--- config.mk ---
export PLATFORM = sky130hd
export DESIGN_NAME = seq_divider
export DESIGN_NICKNAME = d
export VERILOG_FILES = /design/src/rtl/seq_divider.sv
export SDC_FILE = /design/constraint.sdc
export NUM_CORES = 1
export LEC_CHECK = 0
export CAP_MARGIN = 20
export CORE_UTILIZATION = 58
export CTS_BUF_LIST = sky130_fd_sc_hd__clkbuf_2 sky130_fd_sc_hd__clkbuf_4 sky130_fd_sc_hd__clkbuf_8
export DETAILED_ROUTE_END_ITERATION = 10
export PLACE_DENSITY = 0.82
export SETUP_SLACK_MARGIN = 0.05
export SYNTH_ARGS = -nofsm -noshare
export SYNTH_HDL_FRONTEND = slang
export SYNTH_SLANG_ARGS = --single-unit
--- constraint.sdc ---
create_clock -name clk -period 2.9 [get_ports clk]
set_clock_uncertainty 0.15 [all_clocks]
set_input_delay 0.29 -clock clk [delete_from_list [all_inputs] [get_ports clk]]
set_output_delay 0.29 -clock clk [all_outputs]
set_load 0.02 [all_outputs]
--- src/rtl/seq_divider.sv ---
// Multi-cycle restoring divider that works in signed or unsigned mode.
// It produces one quotient bit per cycle, then a fix-up cycle applies the signs.
module seq_divider #(
  parameter int WIDTH = 8
) (
  input  logic             clk,
  input  logic             rst,
  input  logic             start,
  input  logic             signed_mode,
  input  logic [WIDTH-1:0] a,
  input  logic [WIDTH-1:0] b,
  output logic             busy,
  output logic             done,
  output logic [WIDTH-1:0] quotient,
  output logic [WIDTH-1:0] remainder,
  output logic             div_by_zero
);

  localparam logic [1:0] S_IDLE = 2'd0;
  localparam logic [1:0] S_CALC = 2'd1;
  localparam logic [1:0] S_FIX  = 2'd2;
  localparam logic [1:0] S_DONE = 2'd3;
  localparam int         CW     = 6;
  localparam logic [WIDTH-1:0] ZERO = {WIDTH{1'b0}};
  localparam logic [WIDTH-1:0] ONES = {WIDTH{1'b1}};

  function automatic logic [WIDTH-1:0] neg(input logic [WIDTH-1:0] v);
    return ZERO - v;
  endfunction

  function automatic logic [WIDTH-1:0] mag(input logic [WIDTH-1:0] v, input logic sgn);
    return (sgn && v[WIDTH-1]) ? neg(v) : v;
  endfunction

  logic [1:0]       state_q, state_d;
  logic [CW-1:0]    cnt_q, cnt_d;
  logic [WIDTH-1:0] dvd_q, dvd_d;
  logic [WIDTH-1:0] rem_q, rem_d;
  logic [WIDTH-1:0] bmag_q, bmag_d;
  logic             zero_q, zero_d;
  logic             negq_q, negq_d;
  logic             negr_q, negr_d;
  logic             busy_q, busy_d;
  logic             done_q, done_d;
  logic [WIDTH-1:0] quo_q, quo_d;
  logic [WIDTH-1:0] remo_q, remo_d;
  logic             dbz_q, dbz_d;

  logic [WIDTH:0]   shift_s;
  logic [WIDTH:0]   diff_s;
  logic             ge_s;

  assign shift_s = {rem_q, dvd_q[WIDTH-1]};
  assign diff_s  = shift_s - {1'b0, bmag_q};
  assign ge_s    = (shift_s >= {1'b0, bmag_q});

  // Next-state, datapath step and result capture
  always_comb begin
    state_d = state_q;
    cnt_d   = cnt_q;
    dvd_d   = dvd_q;
    rem_d   = rem_q;
    bmag_d  = bmag_q;
    zero_d  = zero_q;
    negq_d  = negq_q;
    negr_d  = negr_q;
    quo_d   = quo_q;
    remo_d  = remo_q;
    dbz_d   = dbz_q;
    case (state_q)
      S_IDLE: begin
        if (start) begin
          negq_d = signed_mode & (a[WIDTH-1] ^ b[WIDTH-1]);
          negr_d = signed_mode & a[WIDTH-1];
          rem_d  = ZERO;
          cnt_d  = CW'(WIDTH - 1);
          bmag_d = mag(b, signed_mode);
          if (b == ZERO) begin
            // Raw dividend is kept so the remainder reports a unchanged.
            zero_d  = 1'b1;
            dvd_d   = a;
            state_d = S_FIX;
          end else begin
            zero_d  = 1'b0;
            dvd_d   = mag(a, signed_mode);
            state_d = S_CALC;
          end
        end else begin
          state_d = S_IDLE;
        end
      end
      S_CALC: begin
        rem_d = ge_s ? diff_s[WIDTH-1:0] : shift_s[WIDTH-1:0];
        dvd_d = {dvd_q[WIDTH-2:0], ge_s};
        if (cnt_q == 6'd0) begin
          state_d = S_FIX;
        end else begin
          cnt_d = cnt_q - 6'd1;
        end
      end
      S_FIX: begin
        if (zero_q) begin
          quo_d  = ONES;
          remo_d = dvd_q;
          dbz_d  = 1'b1;
        end else begin
          quo_d  = negq_q ? neg(dvd_q) : dvd_q;
          remo_d = negr_q ? neg(rem_q) : rem_q;
          dbz_d  = 1'b0;
        end
        state_d = S_DONE;
      end
      S_DONE: begin
        state_d = S_IDLE;
      end
      default: begin
        state_d = S_IDLE;
      end
    endcase
    busy_d = (state_d == S_CALC) || (state_d == S_FIX);
    done_d = (state_d == S_DONE);
  end

  // State and output registers
  always_ff @(posedge clk or posedge rst) begin
    if (rst) begin
      state_q <= S_IDLE;
      cnt_q   <= 6'd0;
      dvd_q   <= ZERO;
      rem_q   <= ZERO;
      bmag_q  <= ZERO;
      zero_q  <= 1'b0;
      negq_q  <= 1'b0;
      negr_q  <= 1'b0;
      busy_q  <= 1'b0;
      done_q  <= 1'b0;
      quo_q   <= ZERO;
      remo_q  <= ZERO;
      dbz_q   <= 1'b0;
    end else begin
      state_q <= state_d;
      cnt_q   <= cnt_d;
      dvd_q   <= dvd_d;
      rem_q   <= rem_d;
      bmag_q  <= bmag_d;
      zero_q  <= zero_d;
      negq_q  <= negq_d;
      negr_q  <= negr_d;
      busy_q  <= busy_d;
      done_q  <= done_d;
      quo_q   <= quo_d;
      remo_q  <= remo_d;
      dbz_q   <= dbz_d;
    end
  end

  assign busy        = busy_q;
  assign done        = done_q;
  assign quotient    = quo_q;
  assign remainder   = remo_q;
  assign div_by_zero = dbz_q;

endmodule

After elaboration in Yosys (flattened, before gate mapping)
Cells that the tools add are included.

operators by class
  $add $sub $neg = 6
  order comparisons = 1
  equal/unequal tests = 8
  mux-type cells = 21
  bitwise logic cells = 3
  reductions and logical operators = 10

operator list
  operator                                             number
  two-way mux 8 bit                                    10
  one-hot mux 8 bit (2 select lines)                   2
  subtractor 1 x 8 -> 8 bit, first input constant      4
  two-way mux 6 bit                                    2
  one-hot mux 6 bit (2 select lines)                   1
  >= comparator 9 x 8 -> 1 bit                         1
  equality test 2 bit, second input constant           4
  logical NOT 8 bit                                    1
  one-hot mux 2 bit (4 select lines)                   1
  subtractor 8 bit                                     1
  logical NOT 6 bit                                    1
  two-way mux 2 bit                                    3
  subtractor 6 x 1 -> 6 bit, second input constant     1
  equality test 2 x 1 -> 1 bit, second input constant  2
  != test 2 bit, second input constant                 2
  AND reduction 2 bit                                  2
  AND reduction 3 bit                                  1
  bitwise AND 1 bit                                    2
  logical AND 1 bit                                    2
  logical NOT 2 bit                                    1
  two-way mux 1 bit                                    2
  nonzero test 2 bit                                   1
  logical OR 1 bit                                     1
  bitwise XOR 1 bit                                    1

word-level totals
  flip-flop bits (word level) = 54

Depth between registers and ports, before layout
Gate-level depths: netlist of run 1.

  depth in word-level cells = 6
  mapped depth = 9
  gate-level depth less buffers = 9

Least setup slack after synthesis of run 1
Ideal clock, no wire load.

  path type = reg-to-reg
  from = reg rem_q[0]
  to = reg rem_q[2]
  arrival time = 1853 ps
  slack = 775 ps
  stages on the path, launching flop included = 7
  buffers on the path = 0
  period minus slack after synthesis = 2125 ps
  path through = dfrtp_1 -> ha_1 -> nor2b_1 -> o21a_4 -> o311ai_4 -> nand3_1 -> a32o_1

on the way
  word-level cells in the longest chain between the ends = 3
  elaborated cells on any way between the ends = 4
  those cells by class = add/sub (1); order compare (1); mux (2)

RTL lines
  element                                                                  line    text
  start, declared                                                          38      logic [WIDTH-1:0] rem_q, rem_d;
  start signal, assigned                                                   144     rem_q <= rem_d;
  subtractor 8 bit / >= comparator 9 x 8 -> 1 bit (equally long branches)  54, 55
  two-way mux 8 bit *                                                      93      rem_d = ge_s ? diff_s[WIDTH-1:0] : shift_s[WIDTH-1:0];
  one-hot mux 8 bit (2 select lines) *                                     70      case (state_q)

Mark *: on every way between the ends. The rest lies on a longest branch, timed or not.
A chain may end at the register's enable or synchronous reset.

Worst setup path in the final report of run 1
  from = reg rem_q[5]
  to = reg rem_q[7]

The elaborated chain is that of the path after synthesis.

==> results of run 1 <==
-- layout make-up --
cell class,instances,area share
multi-input combinational,269,0.467
sequential,54,0.351
timing repair buffer,43,0.109
inverter,27,0.0263
tap,72,0.0234
clock buffer,5,0.0179
clock inverter,3,0.00617
-- state kept, by name, summed over array words and instances (netlist names) --
| name | flops |
|---|---|
| bmag_q | 8 |
| dvd_q | 8 |
| quotient | 8 |
| rem_q | 8 |
| remainder | 8 |
| cnt_q | 6 |
| state_q | 2 |
| busy | 1 |
| div_by_zero | 1 |
| done | 1 |
| negq_q | 1 |
| negr_q | 1 |
| zero_q | 1 |
-- final timing paths --
path | from | endpoint | slack [ps] | depth (start not counted)
setup reg to reg | rem_q[5] | rem_q[7] | 530 | 6
min in group clk | bmag_q[5] | bmag_q[5] | 330 | 2
hold / removal | rst | cnt_q[1] | 90 | 2
setup / recovery | rem_q[5] | rem_q[7] | 530 | 6
max in group asynchronous | rst | rem_q[4] | 1920 | 3
hold reg to reg | bmag_q[5] | bmag_q[5] | 330 | 2
-- stage by stage --
step	cell area (µm²)	util
after floorplan	3310	-
after global placement	3760	0.683
after detailed placement	3760	0.683
after CTS	3850	0.699
after global routing	3850	0.699
final	3850	0.699
-- Yosys cell counts, types with 10 or more instances --
cell type  number
nor2_1         25
o21ai_0        30
inv_1          27
nand2_1        47
clkbuf_1       13
xor2_1         12
nand3_1        10
ha_1           14
a21oi_1        15
xnor2_1        17
dfrtp_1        54
-- cells in the final DEF, fill, tap and decap left out, drive strengths merged, types with 8 or more instances in the layout --
master and instances:
dfrtp 54, nand2 47, clkdlybuf4s50 38, o21ai 31
inv 28, nor2 26, xnor2 17, a21oi 15
ha 14, xor2 12, nand3 10, nor3 8
a22oi 8, mux2i 8, o31ai 8
-- power by group --
part,total (W),switching [W],internal [W]
Combinational,0.00256,0.00139,0.00117
Clock,0.000431,0.000257,0.000173
Sequential,0.00145,0.000369,0.00108
-- critical path, cell delays in order, from the launching register on --
cell and delay, ps:
dfrtp_1 480, ha_1 420, a21o_1 300, or4_1 420, o32a_1 180, a22oi_1 220
o31ai_2 80
-- cells by family (layout without fill, tap and decap cells) --
group	after synthesis	count (layout)	synth area share
compound gates	96	96	0.209
flops	54	54	0.408
xor+xnor	29	29	0.0767
mux	8	8	0.0242
buf+inv	42	78	0.0484
simple gates	121	121	0.174
fa+ha+maj	15	15	0.0590
-- metal layers --
layer  vias to the layer above  track usage  wire length, µm
met5                         -            0                0
met3                        12       0.0329              311
li1                       1373            -                -
met1                      1311        0.325             3050
met4                         0       0.0962              133
met2                        88        0.421             3470
==> results.sh, run 1 <==
export IMPL_status="finished, final reports clean"
export IMPL_grt_pass1_wl_mm=11.8
export IMPL_cts_resized=0
export IMPL_fin_hold_ws_ps=91.8
export IMPL_synthCells=365
export IMPL_die_x_um=77.5
export IMPL_multi_input_area_um2=1800
export IMPL_finalMaxSlewViolations=0
export IMPL_hpwl_mm=5.43
export IMPL_vias_per_cell=5.89
export IMPL_yosys_area_top_type_share=0.408
export IMPL_path_clk_slew_ps=100
export IMPL_worstHoldPathType="in2async"
export IMPL_fillCellCount=404
export IMPL_setup_tns_ps=0
export IMPL_cts_hold_buf=0
export IMPL_crit_path_end_kind="flip-flop"
export IMPL_postCtsSetupBuffers=0
export IMPL_cp_required_ps=2940
export IMPL_startpoint_type="flip-flop"
export IMPL_dr_first_iter_drc_count=123
export IMPL_ant_nets=0
export IMPL_dr_total_vias=2784
export IMPL_syn_cell_area_um2=3310
export IMPL_cp_max_fo=7
export IMPL_die_area_um2=6010
export IMPL_fin_crit_ps=2370
export IMPL_gp_congestion=0.894
export IMPL_grt_pass1_vias=2484
export IMPL_yosysTopAreaCell="dfrtp_1"
export IMPL_synth_warnings=0
export IMPL_clkSinkCount=54
export IMPL_initial_core_util=0.601
export IMPL_wl_per_cell_um=14.7
export IMPL_cts_buffers=5
export IMPL_area_delta_synth_final_pct=16.4
export IMPL_antenna_found_initial=0
export IMPL_grt_usage=0.249
export IMPL_h_tree_depth=2
export IMPL_fin_nets=435
export IMPL_crit_type="reg2reg"
export IMPL_syn_area_per_cell_um2=9.07
export IMPL_core_area_um2=5510
export IMPL_overflow=0
export IMPL_regArea_um2=1350
export IMPL_report_final_setup_viol=0
export IMPL_finalHoldViolations=0
export IMPL_async_flop_share=1.00
export IMPL_power_w=0.00444
export IMPL_rsz0062_at_grt="false"
export IMPL_fin_cells=473
export IMPL_yosysSeqAreaShare=0.408
export IMPL_syn_num_nets=400
export IMPL_fmax_mhz=422
export IMPL_cellLeakagePower_nw=1.68
export IMPL_setup_ws_ps=531
export IMPL_ys_top_cells_by_area="dfrtp_1 41%, nand2_1 5.3%, ha_1 5.3%, o21ai_0 4.5%, xnor2_1 4.5%"
export IMPL_synth_seq_cells=54
export IMPL_drc=0
export IMPL_tightest_slew_ps=662
export IMPL_maxSlewHeadroom=0.558
export IMPL_arrival_ps=2410
export IMPL_final_layout_size_suffix_gt1_frac=0.0673
export IMPL_dpl_cell_count=465
export IMPL_powerDensity_nw_per_um2=1150
export IMPL_portBuffers=38
export IMPL_grt_max_degree=27
export IMPL_clock_path_buffers=2
export IMPL_clkLatencyLatePin_ps=310
export IMPL_ios=39
export IMPL_antenna_cells=0
export IMPL_pre_cts_ws_ps=524
export IMPL_ys_flop_type="dfrtp_1"
export IMPL_root_buffer="clkbuf_8"
export IMPL_synth_cell_type_count=57
export IMPL_irDropWorstVdd_v=0.000616
export IMPL_drt_total_wl_mm=6.96
export IMPL_synth_edf_count=0
export IMPL_max_cap_viol_count=0
export IMPL_dieHeight_um=77.5
export IMPL_post_route_period_util=0.817
export IMPL_dr_pass1_iters=4
export IMPL_std_cell_rows=27
export IMPL_cts_tree="yes"
Note: power is estimated with default switching activity, not from simulation.
==> inputs of run 2 (changes only) <==
--- a/config.mk
+++ b/config.mk
@@ -6,10 +6,10 @@
 export NUM_CORES = 1
 export LEC_CHECK = 0
 export CAP_MARGIN = 20
-export CORE_UTILIZATION = 58
+export CORE_UTILIZATION = 53
 export CTS_BUF_LIST = sky130_fd_sc_hd__clkbuf_2 sky130_fd_sc_hd__clkbuf_4 sky130_fd_sc_hd__clkbuf_8
 export DETAILED_ROUTE_END_ITERATION = 10
-export PLACE_DENSITY = 0.82
+export PLACE_DENSITY = 0.79
 export SETUP_SLACK_MARGIN = 0.05
 export SYNTH_ARGS = -nofsm -noshare
 export SYNTH_HDL_FRONTEND = slang
==> constraint.sdc (replaced) <==
create_clock -name clk -period 2.1 [get_ports clk]
set_clock_uncertainty 0.15 [all_clocks]
set_input_delay 0.21 -clock clk [delete_from_list [all_inputs] [get_ports clk]]
set_output_delay 0.21 -clock clk [all_outputs]
set_load 0.02 [all_outputs]
==> run 2 against run 1 <==
The run now ends with negative setup slack left. Worst hold slack worse by 1.8 ps. Flip-flop and latch count unchanged. First-iteration DRC count up 47%. Register-to-register slack worse by 590 ps. Global-route usage down 0.099 points. Power up 64%. Critical endpoint is now rem_q[6]. Die area up 9.2%. Largest cell class unchanged. Sequential share of layout area down 3.4 points. Combinational power up 83%. Non-clock buffer count up 30. Worst setup slack worse by 590 ps. Wire length up 11%.
==> results.sh, run 2 (synthesis results as in run 1) <==
export IMPL_status="finished with violations"
export IMPL_violations="negative setup slack"
export IMPL_crit_type="reg2reg"
export IMPL_hpwl_mm=5.51
export IMPL_startpoint_type="flip-flop"
export IMPL_antenna_found_initial=0
export IMPL_reg2reg_depth=7
export IMPL_final_common_cell="dfrtp_1"
export IMPL_rsz0062_at_grt="true"
export IMPL_ios=39
export IMPL_core_area_um2=5960
export IMPL_fin_nets=465
export IMPL_path_clk_slew_ps=100
export IMPL_arrival_ps=2210
export IMPL_powerDensity_nw_per_um2=1700
export IMPL_std_cell_rows=28
export IMPL_wl_met1_mm=3.36
export IMPL_grt_pass1_wl_mm=12.4
export IMPL_ant_nets=0
export IMPL_finalMaxSlewViolations=0
export IMPL_r2r_start="rem_q[0]"
export IMPL_initial_core_util=0.556
export IMPL_grt_max_degree=55
export IMPL_crit_family="compound AO/OA/AOI/OAI gates"
export IMPL_final_area_um2=4270
export IMPL_crit_buf_inv=1
export IMPL_worstHoldPathType="in2async"
export IMPL_tightest_slew_ps=560
export IMPL_grt_pass1_vias=2659
export IMPL_cts_buffers=5
export IMPL_h_tree_depth=2
export IMPL_vias_per_cell=5.79
export IMPL_dr_total_vias=2931
export IMPL_crit_chain="buf_4 -> fa_2 -> a211oi_2 -> or4_1 -> o2111ai_2 -> a21oi_2 -> o31ai_1"
export IMPL_wl_met3_um=339
export IMPL_finalHoldViolations=0
export IMPL_cellLeakagePower_nw=1.83
export IMPL_clkLatencyLatePin_ps=320
export IMPL_fin_crit_ps=2160
export IMPL_die_x_um=81.0
export IMPL_dpl_cell_count=490
export IMPL_fmax_mhz=463
export IMPL_top_layer_used="met4"
export IMPL_root_buffer="clkbuf_8"
export IMPL_die_area_um2=6560
export IMPL_final_layout_size_suffix_gt1_frac=0.197
export IMPL_clock_path_buffers=2
export IMPL_drc=0
export IMPL_grt_usage=0.248
export IMPL_pre_cts_ws_ps=-280
export IMPL_dr_first_iter_drc_count=181
export IMPL_portBuffers=38
export IMPL_clkSinkCount=54
export IMPL_wl_per_cell_um=15.2
export IMPL_slowest_delay_ps=490
export IMPL_finish_utilization=0.717
export IMPL_regToRegSetupSlack_ps=-60
export IMPL_antenna_cells=0
export IMPL_post_dp_cell_area_um2=3990
export IMPL_max_cap_viol_count=0
export IMPL_dieHeight_um=81.0
export IMPL_crit_path_end_kind="flip-flop"
export IMPL_irDropWorstVdd_v=0.000759
export IMPL_dr_pass1_iters=4
export IMPL_rr_endpoint="rem_q[6]"
export IMPL_post_route_period_util=1.03
export IMPL_gp_congestion=0.886
export IMPL_fin_cells=506
export IMPL_maxSlewHeadroom=0.627
export IMPL_cp_max_fo=7
export IMPL_cts_tree="yes"
export IMPL_crit_slowest_cell="dfrtp_2"
export IMPL_report_final_setup_viol=2
export IMPL_overflow=0
export IMPL_setup_ws_ps=-59.0
export IMPL_wl_met2_mm=3.91
export IMPL_area_delta_synth_final_pct=29.0
export IMPL_cp_required_ps=2150
export IMPL_drt_total_wl_mm=7.70
export IMPL_final_cell_mix="52 x dfrtp_1, 47 x nand2_1, 38 x clkdlybuf4s50_1"
[run 2: cell count changes in the layout (fill, tap and decap cells not counted), sizes merged]
cell / before / now
buf: 5 / 35
[run 2: final cells by class]
| cell class | instances | area, µm² |
|---|---|---|
| clock buffer | 5 | 68.8 |
| timing repair buffer | 73 | 663 |
| fill | 449 | 1690 |
| inverter | 27 | 101 |
| multi-input combinational | 269 | 1960 |
| sequential | 54 | 1350 |
| clock inverter | 3 | 23.8 |
| tap | 75 | 93.8 |
[run 2: routing by layer]
layer	track usage	up-vias
li1	-	1426
met1	0.314	1406
met2	0.429	90
met3	0.0438	9
met4	0.0804	0
met5	0	-
[run 2: what timing repair did]
item | CTS | global route
gates resized for setup | 12 | 21
hold endpoints to repair | 0 | 0
setup endpoints to repair | 9 | 17
pin swaps | 9 | 20
setup buffers | 4 | 4
hold buffers | 0 | 0
gates cloned | 0 | 0
[run 2: report_power, final]
part | total (W) | switching (W) | internal (W) | leakage (nW)
clock network | 0.000611 | 0.000371 | 0.000239 | 0.0408
registers | 0.00196 | 0.000462 | 0.00150 | 0.679
logic | 0.00469 | 0.00241 | 0.00228 | 1.11
[run 2: through the flow]
stage	setup TNS, ps	power, W	hold slack, ps
2_1_floorplan	0	0.00470	193
3_3_place_gp	-628	0.00581	300
3_5_place_dp	-1190	0.00596	312
4_1_cts	-5.33	0.00679	111
5_1_grt	-311	0.00778	130
6_report	-109	0.00727	90.0
[run 2: worst min-delay path, delay by kind of cell]
family / cells / cell delay, ps
buffers and inverters: 3 / 740
[run 2: worst max path at each step]
stage,startpoint,endpoint,depth (start not counted)
after floorplan,rem_q[1],rem_q[2],6
after global placement,b[0],dvd_q[3],8
after detailed placement,b[0],dvd_q[3],8
after CTS,dvd_q[7],rem_q[6],9
after global routing,rem_q[0],rem_q[3],7
final,rem_q[0],rem_q[6],7
==> inputs of run 3 (changes only) <==
--- a/config.mk
+++ b/config.mk
@@ -8,6 +8,7 @@
 export CAP_MARGIN = 20
 export CORE_UTILIZATION = 53
 export CTS_BUF_LIST = sky130_fd_sc_hd__clkbuf_2 sky130_fd_sc_hd__clkbuf_4 sky130_fd_sc_hd__clkbuf_8
+export CTS_CLUSTER_SIZE = 28
 export DETAILED_ROUTE_END_ITERATION = 10
 export PLACE_DENSITY = 0.79
 export SETUP_SLACK_MARGIN = 0.05
==> results of run 3 <==
Final layout, timing and power as in run 2 (identical DEF).
